[src/rtl/fifo_sram_ctrl.sv]
// FIFO controller for a single-clock simple dual-port SRAM with combinational read.
// Owns pointers, occupancy, runtime-configurable active depth and level flags.
module fifo_sram_ctrl #(
    parameter int ADDR_SIZE = 4,
    parameter int DATA_SIZE = 8
) (
    input  logic                 clk,
    input  logic                 rst,
    input  logic                 push_valid,
    output logic                 push_ready,
    input  logic [DATA_SIZE-1:0] push_data,
    output logic                 pop_valid,
    input  logic                 pop_ready,
    output logic [DATA_SIZE-1:0] pop_data,
    input  logic [ADDR_SIZE:0]   cfg_depth,
    input  logic                 cfg_load,
    input  logic [ADDR_SIZE:0]   af_level,
    input  logic [ADDR_SIZE:0]   ae_level,
    output logic [ADDR_SIZE:0]   count,
    output logic [ADDR_SIZE:0]   depth,
    output logic                 almost_full,
    output logic                 almost_empty,
    output logic                 cfg_err,
    output logic                 mem_write_enable,
    output logic [ADDR_SIZE-1:0] mem_write_address,
    output logic [DATA_SIZE-1:0] mem_write_data,
    output logic                 mem_read_enable,
    output logic [ADDR_SIZE-1:0] mem_read_address,
    input  logic [DATA_SIZE-1:0] mem_read_data
);
    localparam int CW = ADDR_SIZE + 1;
    localparam logic [CW-1:0] MAXD = {1'b1, {ADDR_SIZE{1'b0}}};
    localparam logic [CW-1:0] ONE  = {{ADDR_SIZE{1'b0}}, 1'b1};
    localparam logic [ADDR_SIZE-1:0] PTR_ONE = {{(ADDR_SIZE-1){1'b0}}, 1'b1};

    logic [ADDR_SIZE-1:0] wr_ptr_q, wr_ptr_d;
    logic [ADDR_SIZE-1:0] rd_ptr_q, rd_ptr_d;
    logic [CW-1:0]        count_q, count_d;
    logic [CW-1:0]        depth_q, depth_d;
    logic                 cfg_err_q, cfg_err_d;

    logic          push_fire, pop_fire;
    logic          wr_last, rd_last, cfg_accept;
    logic [CW-1:0] cfg_clamped;

    // Handshake: a word moves on any edge where valid && ready are both high.
    assign push_ready = !rst && !cfg_load && (count_q < depth_q);
    assign pop_valid  = !rst && (count_q != '0);
    assign push_fire  = push_valid && push_ready;
    assign pop_fire   = pop_valid && pop_ready;

    assign pop_data          = mem_read_data;
    assign mem_write_enable  = push_fire;
    assign mem_write_address = wr_ptr_q;
    assign mem_write_data    = push_data;
    assign mem_read_enable   = pop_valid;
    assign mem_read_address  = rd_ptr_q;

    assign count        = count_q;
    assign depth        = depth_q;
    assign cfg_err      = cfg_err_q;
    assign almost_full  = (count_q >= af_level);
    assign almost_empty = (count_q <= ae_level);

    // Pointers wrap at the active depth so non-power-of-two depths work.
    assign wr_last     = ({1'b0, wr_ptr_q} == (depth_q - ONE));
    assign rd_last     = ({1'b0, rd_ptr_q} == (depth_q - ONE));
    assign cfg_accept  = cfg_load && (count_q == '0);
    assign cfg_clamped = ((cfg_depth == '0) || (cfg_depth > MAXD)) ? MAXD : cfg_depth;

    always_comb begin
        wr_ptr_d  = wr_ptr_q;
        rd_ptr_d  = rd_ptr_q;
        count_d   = count_q;
        depth_d   = depth_q;
        cfg_err_d = cfg_err_q;

        if (cfg_accept) begin
            depth_d  = cfg_clamped;
            wr_ptr_d = '0;
            rd_ptr_d = '0;
        end else begin
            if (cfg_load) begin
                cfg_err_d = 1'b1;
            end
            if (push_fire) begin
                wr_ptr_d = wr_last ? '0 : wr_ptr_q + PTR_ONE;
            end
            if (pop_fire) begin
                rd_ptr_d = rd_last ? '0 : rd_ptr_q + PTR_ONE;
            end
        end

        case ({push_fire, pop_fire})
            2'b10:   count_d = count_q + ONE;
            2'b01:   count_d = count_q - ONE;
            default: count_d = count_q;
        endcase
    end

    always_ff @(posedge clk or posedge rst) begin
        if (rst) begin
            wr_ptr_q  <= '0;
            rd_ptr_q  <= '0;
            count_q   <= '0;
            depth_q   <= MAXD;
            cfg_err_q <= 1'b0;
        end else begin
            wr_ptr_q  <= wr_ptr_d;
            rd_ptr_q  <= rd_ptr_d;
            count_q   <= count_d;
            depth_q   <= depth_d;
            cfg_err_q <= cfg_err_d;
        end
    end
endmodule

[config.mk]
export PLATFORM = sky130hd
export DESIGN_NAME = fifo_sram_ctrl
export DESIGN_NICKNAME = d
export VERILOG_FILES = /design/src/rtl/fifo_sram_ctrl.sv
export SDC_FILE = /design/constraint.sdc
export NUM_CORES = 1
export LEC_CHECK = 0
export CORE_ASPECT_RATIO = 0.8
export CORE_MARGIN = 8
export CORE_UTILIZATION = 25
export DETAILED_ROUTE_END_ITERATION = 10
export HOLD_SLACK_MARGIN = 0.08
export PLACE_DENSITY = 0.51
export SLEW_MARGIN = 20
export SYNTH_ARGS = -nofsm -noshare
export SYNTH_HDL_FRONTEND = slang
export SYNTH_SLANG_ARGS = --single-unit
[constraint.sdc]
create_clock -name clk -period 3.25 [get_ports clk]
set_input_delay 0.65 -clock clk [delete_from_list [all_inputs] [get_ports clk]]
set_output_delay 0.65 -clock clk [all_outputs]
set_load 0.01 [all_outputs]
==> flow_summary_export.csv <==
group,metric,value,unit
sta,hold_violations,0,
floorplanning,floorplan.core_area,6410,um^2
sta,clock-skew-final,0.00721,ns
placement,io_buffers,44,
yosys,synth_most_common_cell,"sky130_fd_sc_hd__inv_1",
yosys,synth_top_area_share,27.1,%
drt,first_iter_violations,32,
clock_network,clkLatencyLatePin,0.26,ns
clock_network,clock_tree.root_cell,"sky130_fd_sc_hd__clkbuf_8",
yosys,ys_dominant_reg_cell,"sky130_fd_sc_hd__dfrtp_1",
floorplanning,die_y,88.9,um
sta,fin_crit_sh,93.9,%
setup_path,worstSetupEndpointType,"primary output",
yosys,synth.yosys.seq_area_share,28.7,%
layout,diodes,0,
sta,max_slew.worst_pin.slew,0.770,ns
layout,final_net_count,280,
layout,layout-drive-gt1-share,9.09,%
clock_network,tritoncts_num_sinks,19,
yosys,synth_seq_cells,19,
sta,hold-worst-slack,0.481,ns
drt,routed_via_count,1311,
floorplanning,number_of_primary_i_o_pins,77,
setup_path,arrival,2.40,ns
sta,clock.fmax,328,MHz
clock_network,cts-htree-levels,1,
sta,final-setup-viol-count,0,
clock_network,cts-resized-gates,1,
drt,remaining_drc_errors,0,
drt,avgViaCountPerCell,4.31,
sta,slew_viol_final,0,
global_route,grt_antenna_before_repair,0,
clock_network,cts_buffer_depth,2,
floorplanning,placement_rows,26,
setup_path,critical_path_required,2.60,ns
placement,post-dp-hpwl,3370,um
outcome,status,"completed",
yosys,synthCells,184,
clock_network,post_cts.repair.setup_buffers,0,
layout,post-route-cell-area,2170,um^2
sta,rsz0062_at_grt,"no",
yosys,syn_avg_cell_area,9.02,um^2
layout,relative_area_change_from_synthesis_to_final_layout,30.8,%
global_route,maximum_number_of_pins_on_one_net_before_global_route_repair,20,
yosys,mapped_cell_area,1660,um^2
yosys,synth.net_count,243,
drt,drtAntennaViolNets,0,
sta,maxSlewHeadroom,48.6,%
setup_path,crit_path_max_fanout,9,
global_route,grt.overflow.total,0,
yosys,synth_enable_flop_cells,0,
power_and_ir_drop,peakVddDrop,0.265,mV
floorplanning,chipWidth,107,um
layout,postLayoutCoreUtil,33.9,%
placement,routabilityCongestion,0.748,
yosys,yosysUniqueCellTypes,39,
floorplanning,floorplan.die_area,9520,um^2
yosys,synth.top_cells.by_count,"24 x sky130_fd_sc_hd__inv_1, 22 x sky130_fd_sc_hd__ha_1, 18 x sky130_fd_sc_hd__dfrtp_1",
yosys,yosys.area.top_type,"sky130_fd_sc_hd__dfrtp_1",
yosys,synthArstFlopShare,100,%
setup_path,timing.setup.critical_path_class,"in2out",
hold_path,timing.hold.worst.class,"reg2reg",
clock_network,clkTransAtPathRegs,0.08,ns
drt,route.detailed.wl_per_inst,13.8,um
global_route,grt_resource_usage_total,9.21,%
global_route,first_global_vias,1316,
clock_network,post_cts_hold_buffer_count,0,
drt,first_pass_iters,4,
job,cap_viol_max_count,0,
drt,routed_wirelength,4180,um
yosys,synthesis.yosys.warnings,0,
clock_network,tritoncts,"built",
sta,finalCriticalPeriod,3.05,ns
power_and_ir_drop,power.static_leakage,1.01,nW
clock_network,cts_inserted_buffers,3,
floorplanning,initial_core_utilization,25.9,%
setup_path,setup.reg_to_reg.worst_slack,0.42,ns
placement,placedInstanceArea,2120,um^2
yosys,synthTopCellsByArea,"sky130_fd_sc_hd__dfrtp_1 27%, sky130_fd_sc_hd__ha_1 17%, sky130_fd_sc_hd__buf_4 7.7%",
setup_path,critPathLaunchType,"input pin",
power_and_ir_drop,power_density,833,nW/um^2
global_route,grt_first_pass_wirelength,6910,um
[final timing paths]
path                                           start                         endpoint  cells past startpoint
worst max-delay path                             rst                 mem_write_enable                      7
worst min-delay path             cfg_err$_DFFE_PP0P_              cfg_err$_DFFE_PP0P_                      1
worst max register to register  depth[3]$_DFFE_PP0P_             count[4]$_DFFE_PP0P_                     14
worst min register to register   cfg_err$_DFFE_PP0P_              cfg_err$_DFFE_PP0P_                      1
max in group asynchronous                        rst  mem_read_address[3]$_DFFE_PP0P_                      2
min in group asynchronous                        rst             count[4]$_DFFE_PP0P_                      2
[layout by cell type, fill, tap and decap left out, types with 2 or more instances in the layout]
master	count
sky130_fd_sc_hd__xnor2_1	8
sky130_fd_sc_hd__a22o_1	2
sky130_fd_sc_hd__nand3b_1	3
sky130_fd_sc_hd__nor2_1	8
sky130_fd_sc_hd__dfrtp_1	18
sky130_fd_sc_hd__a21oi_1	8
sky130_fd_sc_hd__nor3_1	2
sky130_fd_sc_hd__inv_1	24
sky130_fd_sc_hd__nand3_1	5
sky130_fd_sc_hd__a21o_1	5
sky130_fd_sc_hd__clkdlybuf4s50_1	42
sky130_fd_sc_hd__ha_1	22
sky130_fd_sc_hd__nand2_1	10
sky130_fd_sc_hd__nor3b_1	2
sky130_fd_sc_hd__or4_1	2
sky130_fd_sc_hd__xor2_1	7
sky130_fd_sc_hd__nand2b_1	4
sky130_fd_sc_hd__nor2b_1	4
sky130_fd_sc_hd__o21ai_0	11
sky130_fd_sc_hd__clkbuf_8	3
sky130_fd_sc_hd__buf_4	8
[area by class of cell]
| cell class | instances | area (um^2) |
|---|---|---|
| Fill cell | 678 | 4240 |
| Multi-Input combinational cell | 121 | 951 |
| Timing Repair Buffer | 52 | 502 |
| Sequential cell | 19 | 477 |
| Tap cell | 84 | 105 |
| Inverter | 24 | 90.1 |
| Clock buffer | 4 | 45.0 |
[stage by stage]
| step | std cells | power, W | setup TNS (ns) | setup slack (ns) |
|---|---|---|---|---|
| 2_1_floorplan | 184 | 0.00119 | 0 | 0.559 |
| 3_3_place_gp | 300 | 0.00164 | -0.0407 | -0.0407 |
| 3_5_place_dp | 300 | 0.00166 | -0.0599 | -0.0599 |
| 4_1_cts | 304 | 0.00183 | 0 | 0.0226 |
| 5_1_grt | 304 | 0.00201 | 0 | 0.0325 |
| 6_report | 304 | 0.00181 | 0 | 0.199 |
[worst max-delay path: stages]
cell and delay, ns:
sky130_fd_sc_hd__clkdlybuf4s50_1 0.48, sky130_fd_sc_hd__nor3_1 0.26, sky130_fd_sc_hd__nand2_1 0.08, sky130_fd_sc_hd__a21o_1 0.19, sky130_fd_sc_hd__buf_4 0.17, sky130_fd_sc_hd__inv_1 0.05, sky130_fd_sc_hd__clkdlybuf4s50_1 0.52
[power breakdown]
group,switching (W),internal (W),total (W)
registers,0.000164,0.000334,0.000498
logic,0.000512,0.000624,0.00114
clock network,0.0000859,0.0000874,0.000173
[logic make-up after synthesis]
logic type	share of synthesized area, %
buffers and inverters	14.3
adders and majority gates	17.8
muxes	1.28
DFF	28.7
xor gates and xnor gates	9.28
and+or+nand+nor	15.8
AOI/OAI and AO/OA	12.9
[per-layer routing]
layer	GRT usage, %	part of all wire [%]
met1	12.1	50
met2	13.5	42
met3	3.71	6.7
met4	2.29	0.69
met5	0	0
[flip-flops by register name, summed over array words and instances, names as in the netlist]
name / cells
mem_write_address: 4
cfg_err: 1
depth: 5
mem_read_address: 4
count: 5
No activity file was read; power rests on OpenSTA's default activity.
